[src/rtl/pulse_event_capture_if.sv]
// Bundle between the edge-event capture stage and its polling controller.
// pending/ack handshake: pending rises on an event and stays high until the controller
// samples ack=1 on a clock edge with no coincident event; an event on that edge wins.
interface pulse_event_capture_if #(
  parameter int CNT_W = 8
);
  logic             sig_in;
  logic             cnt_clr;
  logic             ack;
  logic             evt_pulse;
  logic             stretch_out;
  logic [CNT_W-1:0] evt_cnt;
  logic             pending;
  logic             overflow;
  logic             fsm_active;

  modport master (
    output sig_in, cnt_clr, ack,
    input  evt_pulse, stretch_out, evt_cnt, pending, overflow, fsm_active
  );

  modport slave (
    input  sig_in, cnt_clr, ack,
    output evt_pulse, stretch_out, evt_cnt, pending, overflow, fsm_active
  );
endinterface

[src/rtl/pulse_event_capture.sv]
// Fast-domain edge-event capture: one-cycle pulse, retriggerable stretch, saturating count,
// sticky pending. Define PULSE_EVT_BOTH_EDGE_EN to treat both edges of sig_in as events.
module pulse_event_capture #(
  parameter int CNT_W   = 8,
  parameter int STRETCH = 4
) (
  input logic                  clk,
  input logic                  rst,
  pulse_event_capture_if.slave bus
);
  localparam int REM_W = (STRETCH < 1) ? 1 : $clog2(STRETCH + 1);
  localparam logic [REM_W-1:0] REM_LOAD = REM_W'(STRETCH - 1);

  if (STRETCH < 1) begin : g_bad_stretch
    $error("pulse_event_capture: STRETCH must be >= 1");
  end
  if (CNT_W < 2) begin : g_bad_cnt_w
    $error("pulse_event_capture: CNT_W must be >= 2");
  end

  typedef enum logic {
    IDLE   = 1'b0,
    ACTIVE = 1'b1
  } state_t;

  state_t             state_q, state_d;
  logic [REM_W-1:0]   rem_q, rem_d;
  logic               sig_q, sig_d;
  logic               evt_q, evt_d;
  logic               stretch_q, stretch_d;
  logic [CNT_W-1:0]   cnt_q, cnt_d;
  logic               ovf_q, ovf_d;
  logic               pend_q, pend_d;
  logic               evt;

`ifdef PULSE_EVT_BOTH_EDGE_EN
  assign evt = bus.sig_in ^ sig_q;
`else
  assign evt = bus.sig_in & ~sig_q;
`endif

  always_ff @(posedge clk) begin
    if (rst) begin
      state_q   <= IDLE;
      rem_q     <= '0;
      sig_q     <= 1'b0;
      evt_q     <= 1'b0;
      stretch_q <= 1'b0;
      cnt_q     <= '0;
      ovf_q     <= 1'b0;
      pend_q    <= 1'b0;
    end else begin
      state_q   <= state_d;
      rem_q     <= rem_d;
      sig_q     <= sig_d;
      evt_q     <= evt_d;
      stretch_q <= stretch_d;
      cnt_q     <= cnt_d;
      ovf_q     <= ovf_d;
      pend_q    <= pend_d;
    end
  end

  // Event datapath: pulse, counter with clear priority, sticky pending.
  always_comb begin
    sig_d  = bus.sig_in;
    evt_d  = evt;
    cnt_d  = cnt_q;
    ovf_d  = ovf_q;
    pend_d = evt | (pend_q & ~bus.ack);
    if (bus.cnt_clr) begin
      cnt_d = evt ? CNT_W'(1) : '0;
      ovf_d = 1'b0;
    end else if (evt) begin
      if (&cnt_q) ovf_d = 1'b1;
      else        cnt_d = cnt_q + CNT_W'(1);
    end
  end

  always_comb begin
    state_d = state_q;
    case (state_q)
      IDLE:    if (evt) state_d = ACTIVE;
      ACTIVE:  if (!evt && rem_q == '0) state_d = IDLE;
      default: state_d = IDLE;
    endcase
  end

  // rem counts the stretch cycles still owed after the current one.
  always_comb begin
    rem_d     = rem_q;
    stretch_d = (state_d == ACTIVE);
    if (evt) begin
      rem_d = REM_LOAD;
    end else if (state_q == ACTIVE && rem_q != '0) begin
      rem_d = rem_q - REM_W'(1);
    end
  end

  assign bus.evt_pulse   = evt_q;
  assign bus.stretch_out = stretch_q;
  assign bus.evt_cnt     = cnt_q;
  assign bus.pending     = pend_q;
  assign bus.overflow    = ovf_q;
  assign bus.fsm_active  = (state_q == ACTIVE);
endmodule

[src/flat_wrapper.sv]
// flat-port wrapper written by rule: the top's interface ports become plain ports
module pulse_event_capture_flat 
#(
  parameter int CNT_W   = 8,
  parameter int STRETCH = 4
)
  (clk, rst, bus_sig_in, bus_cnt_clr, bus_ack, bus_evt_pulse, bus_stretch_out, bus_evt_cnt, bus_pending, bus_overflow, bus_fsm_active);
  pulse_event_capture_if #(.CNT_W(CNT_W)) bus_i ();
  input logic clk;
  input logic rst;
  input wire logic [$bits(bus_i.sig_in)-1:0] bus_sig_in;
  input wire logic [$bits(bus_i.cnt_clr)-1:0] bus_cnt_clr;
  input wire logic [$bits(bus_i.ack)-1:0] bus_ack;
  output wire logic [$bits(bus_i.evt_pulse)-1:0] bus_evt_pulse;
  output wire logic [$bits(bus_i.stretch_out)-1:0] bus_stretch_out;
  output wire logic [$bits(bus_i.evt_cnt)-1:0] bus_evt_cnt;
  output wire logic [$bits(bus_i.pending)-1:0] bus_pending;
  output wire logic [$bits(bus_i.overflow)-1:0] bus_overflow;
  output wire logic [$bits(bus_i.fsm_active)-1:0] bus_fsm_active;
  assign bus_i.sig_in = bus_sig_in;
  assign bus_i.cnt_clr = bus_cnt_clr;
  assign bus_i.ack = bus_ack;
  assign bus_evt_pulse = bus_i.evt_pulse;
  assign bus_stretch_out = bus_i.stretch_out;
  assign bus_evt_cnt = bus_i.evt_cnt;
  assign bus_pending = bus_i.pending;
  assign bus_overflow = bus_i.overflow;
  assign bus_fsm_active = bus_i.fsm_active;
  pulse_event_capture #(.CNT_W(CNT_W), .STRETCH(STRETCH)) u_core (.clk(clk), .rst(rst), .bus(bus_i));
endmodule
[config.mk]
export PLATFORM = sky130hd
export DESIGN_NAME = pulse_event_capture_flat
export DESIGN_NICKNAME = d
export VERILOG_FILES = /design/src/rtl/pulse_event_capture_if.sv /design/src/rtl/pulse_event_capture.sv /design/src/flat_wrapper.sv
export SDC_FILE = /design/constraint.sdc
export NUM_CORES = 1
export LEC_CHECK = 0
export CAP_MARGIN = 20
export CELL_PAD_IN_SITES_DETAIL_PLACEMENT = 1
export CELL_PAD_IN_SITES_GLOBAL_PLACEMENT = 2
export CORE_MARGIN = 8
export CORE_UTILIZATION = 26
export DETAILED_ROUTE_END_ITERATION = 10
export GPL_TIMING_DRIVEN = 0
export MAX_ROUTING_LAYER = met4
export PLACE_DENSITY_LB_ADDON = 0.1
export SYNTH_ARGS = -nofsm -noshare
export SYNTH_HDL_FRONTEND = slang
export SYNTH_SLANG_ARGS = --single-unit
[constraint.sdc]
create_clock -name clk -period 1.46 [get_ports clk]
set_clock_uncertainty 0.05 [all_clocks]
set_input_delay 0.292 -clock clk [delete_from_list [all_inputs] [get_ports clk]]
set_output_delay 0.292 -clock clk [all_outputs]
set_load 0.02 [all_outputs]
==> impl_metrics.toml, run 1 <==
[die]
die_h_um = 72.2
die_x_um = 72.2
design.core.area_um2 = 3030
dieArea_um2 = 5220
pin_count = 18
fp-row-count = 20
start_util_pct = 27.1

[clock_network]
clk_path_buf_depth = 2
cts_num_sinks = 16
cts_buffers = 3
clk_latency_ns = 0.29
path_clk_slew_ns = 0.10
cts_tree = "done"
cts_root_buf = "clkbuf_4"
htree_levels = 1
cts_hold_buf = 0

[layout]
multi_input_area_um2 = 492
flow.area_growth_from_synthesis_pct = 33.5
layout.nets = 119
area.sequential_um2 = 334
drive_gt1_share_pct = 22.0
mostFrequentLayoutCells = "dlygate4sd2_1 (9), dfxtp_1 (9), nand2_1 (8)"
finalInstanceArea_um2 = 1100
diodes = 0
stdcell_count = 153
fillers = 370

[power_and_ir_drop]
finalPower_uw = 824
p_per_area_nw_per_um2 = 751
leakage_uw = 0.000447
ir_drop_uv = 429

[synthesis]
synthMuxAreaShare_pct = 4.87
yosysWarnings = 0
syn_inst = 89
ys_types = 34
netlist_top_cells_area = "dfxtp_1 (39%), mux2i_1 (4.9%), ha_1 (4.6%)"
synth-compound-area-share_pct = 19.8
ys_seq_area_share_pct = 39.0
synth_top_area_share_pct = 39.0
synth_area_um2 = 822
synth_nets = 97
synth_ff_type = "dfxtp_1"
synth-seq-cells = 16
synth-simple-area-share_pct = 26.8
synthXorXnorAreaFrac_pct = 0
synthAdderAreaFrac_pct = 4.57
synth_edf_count = 0
synth-async-reset-ratio_pct = 0
synth_top_area_cell = "dfxtp_1"
avgSynthCellArea_um2 = 9.24
synth_top_family_by_area = "simple AND/OR/NAND/NOR gates"

[timing]
max_freq_mhz = 709
fin_setup_tns_ns = 0
period_share_pct = 96.5
max-slew-margin-rel_pct = 69.4
rsz0062_at_grt = "no"
setup_viol = 0
finalCriticalPeriod_ns = 1.41
hold_violations = 0
report.final.slew_viol_count = 0
tightest_slew_ns = 0.457

[drt]
route.met2.wl_um = 945
num_vias = 739
wl_met1_um = 1190
wl_met3_um = 100
drc = 0
wirelength_um = 2250
ant_nets = 0
drt-wirelength-per-cell_um = 14.7
dr.first_iter.drc_count = 47
top_layer = "met4"
vias_per_cell = 4.83
drt-pass1-iter-count = 4

[critical_path]
critPathRequiredTime_ns = 1.60
worst_setup_path_start_kind = "register"
crit_family = "compound AO/OA/AOI/OAI gates"
slowest_delay_ns = 0.39
cp.buffers_inverters = 0
critPathCaptureType = "register"
worst_ep_arrival_time_ns = 1.55
path_max_fanout = 7
critPathKind = "reg -> reg"
critPathSlowestCell = "dfxtp_4"
crit_chain = "ha_4, and4_4, a21boi_2, a2111oi_2"

[grt]
antenna_found_initial = 0
grt_pass1_vias = 784
grt_usage_pct = 9.78
grt_pass1_wl_um = 3940
grt_overflow = 0
grt_max_degree = 11

[placement]
io_buffers = 17
hpwl_um = 1640
finalWeightedCongestion = 0.688
dp.cells = 150
dpl_cell_area_um2 = 1050

[run]
cap_violations = 0

[min_path]
min-delay-path-class = "in -> reg"

[run_status]
status = "finished clean"
## cell type report
| type | instances | area share [%] |
|---|---|---|
| Timing Repair Buffer | 18 | 14.5 |
| Clock buffer | 3 | 2.05 |
| Tap cell | 44 | 5.02 |
| Multi-Input combinational cell | 65 | 44.8 |
| Buffer | 3 | 1.82 |
| Sequential cell | 16 | 30.4 |
| Inverter | 4 | 1.37 |
## state kept, by name, indices dropped and copies added (netlist names)
signal / count
u_core.bus.overflow: 1
u_core.bus.evt_cnt: 8
u_core.sig_q: 1
u_core.bus.pending: 1
u_core.rem_q: 3
u_core.bus.fsm_active: 1
u_core.bus.evt_pulse: 1
## synth_stat cells, drive strengths merged (3+ instances only)
master,n
a21oi,3
a31oi,3
and3,3
buf,4
dfxtp,16
ha,3
inv,4
mux2i,4
nand2,8
nand2b,3
nor2b,5
nor3,3
o21ai,4
or3,4
## report_power, final
group          total (uW)  internal, uW  switching, uW  leakage [uW]
combinational         121          55.2           65.9      0.000299
clock                 238          95.9            142     0.0000138
sequential            465           451           14.1      0.000134
total                 824           602            222      0.000447
## repair_timing
| item | in CTS | in global routing |
|---|---|---|
| buffers inserted | 1 | 0 |
| endpoints found under the setup margin | 19 | 9 |
| resized for setup | 25 | 13 |
| cloned | 0 | 0 |
| pin swaps | 1 | 2 |
## layer usage
layer  up-vias  global-route usage, %
met5         -                      -
met4         0                   2.72
met3         4                   3.99
met2        16                   13.2
met1       345                   12.9
li1        374                      -
## final timing paths
kind         slack (ns)                                  to  cells after the start                                from
min reg2reg        0.44       u_core.bus.pending$_SDFF_PP0_                      2       u_core.bus.pending$_SDFF_PP0_
min                0.34             u_core.sig_q$_SDFF_PP0_                      2                          bus_sig_in
max reg2reg        0.05  u_core.bus.evt_cnt[7]$_SDFFE_PP0P_                      4  u_core.bus.evt_cnt[0]$_SDFFE_PP0P_
max                0.05  u_core.bus.evt_cnt[7]$_SDFFE_PP0P_                      4  u_core.bus.evt_cnt[0]$_SDFFE_PP0P_
## metrics by stage
| step | hold slack (ns) | worst slack [ns] | util (%) |
|---|---|---|---|
| 2_1_floorplan | 0.318 | 0.00620 | - |
| 3_3_place_gp | 0.410 | -0.379 | 34.8 |
| 3_5_place_dp | 0.421 | -0.386 | 34.8 |
| 4_1_cts | 0.439 | 0.00361 | 35.9 |
| 5_1_grt | 0.340 | 0.00208 | 36.2 |
| 6_report | 0.338 | 0.0506 | 36.2 |
## logic make-up (layout without fill, tap and decap cells)
kind of cell | count (synthesis) | in the layout
and+or+nand+nor | 37 | 37
AOI/OAI and AO/OA | 21 | 21
DFF | 16 | 16
buffers and inverters | 8 | 28
muxes | 4 | 4
adders and majority gates | 3 | 3
Note: power is estimated with default switching activity, not from simulation.
==> run 2, diff against run 1 <==
--- a/config.mk
+++ b/config.mk
@@ -10,6 +10,7 @@
 export CELL_PAD_IN_SITES_GLOBAL_PLACEMENT = 2
 export CORE_MARGIN = 8
 export CORE_UTILIZATION = 26
+export CTS_CLUSTER_DIAMETER = 30
 export DETAILED_ROUTE_END_ITERATION = 10
 export GPL_TIMING_DRIVEN = 0
 export MAX_ROUTING_LAYER = met4
==> results of run 2 <==
Same layout as run 1: the final DEF is identical, and so are final timing and power.
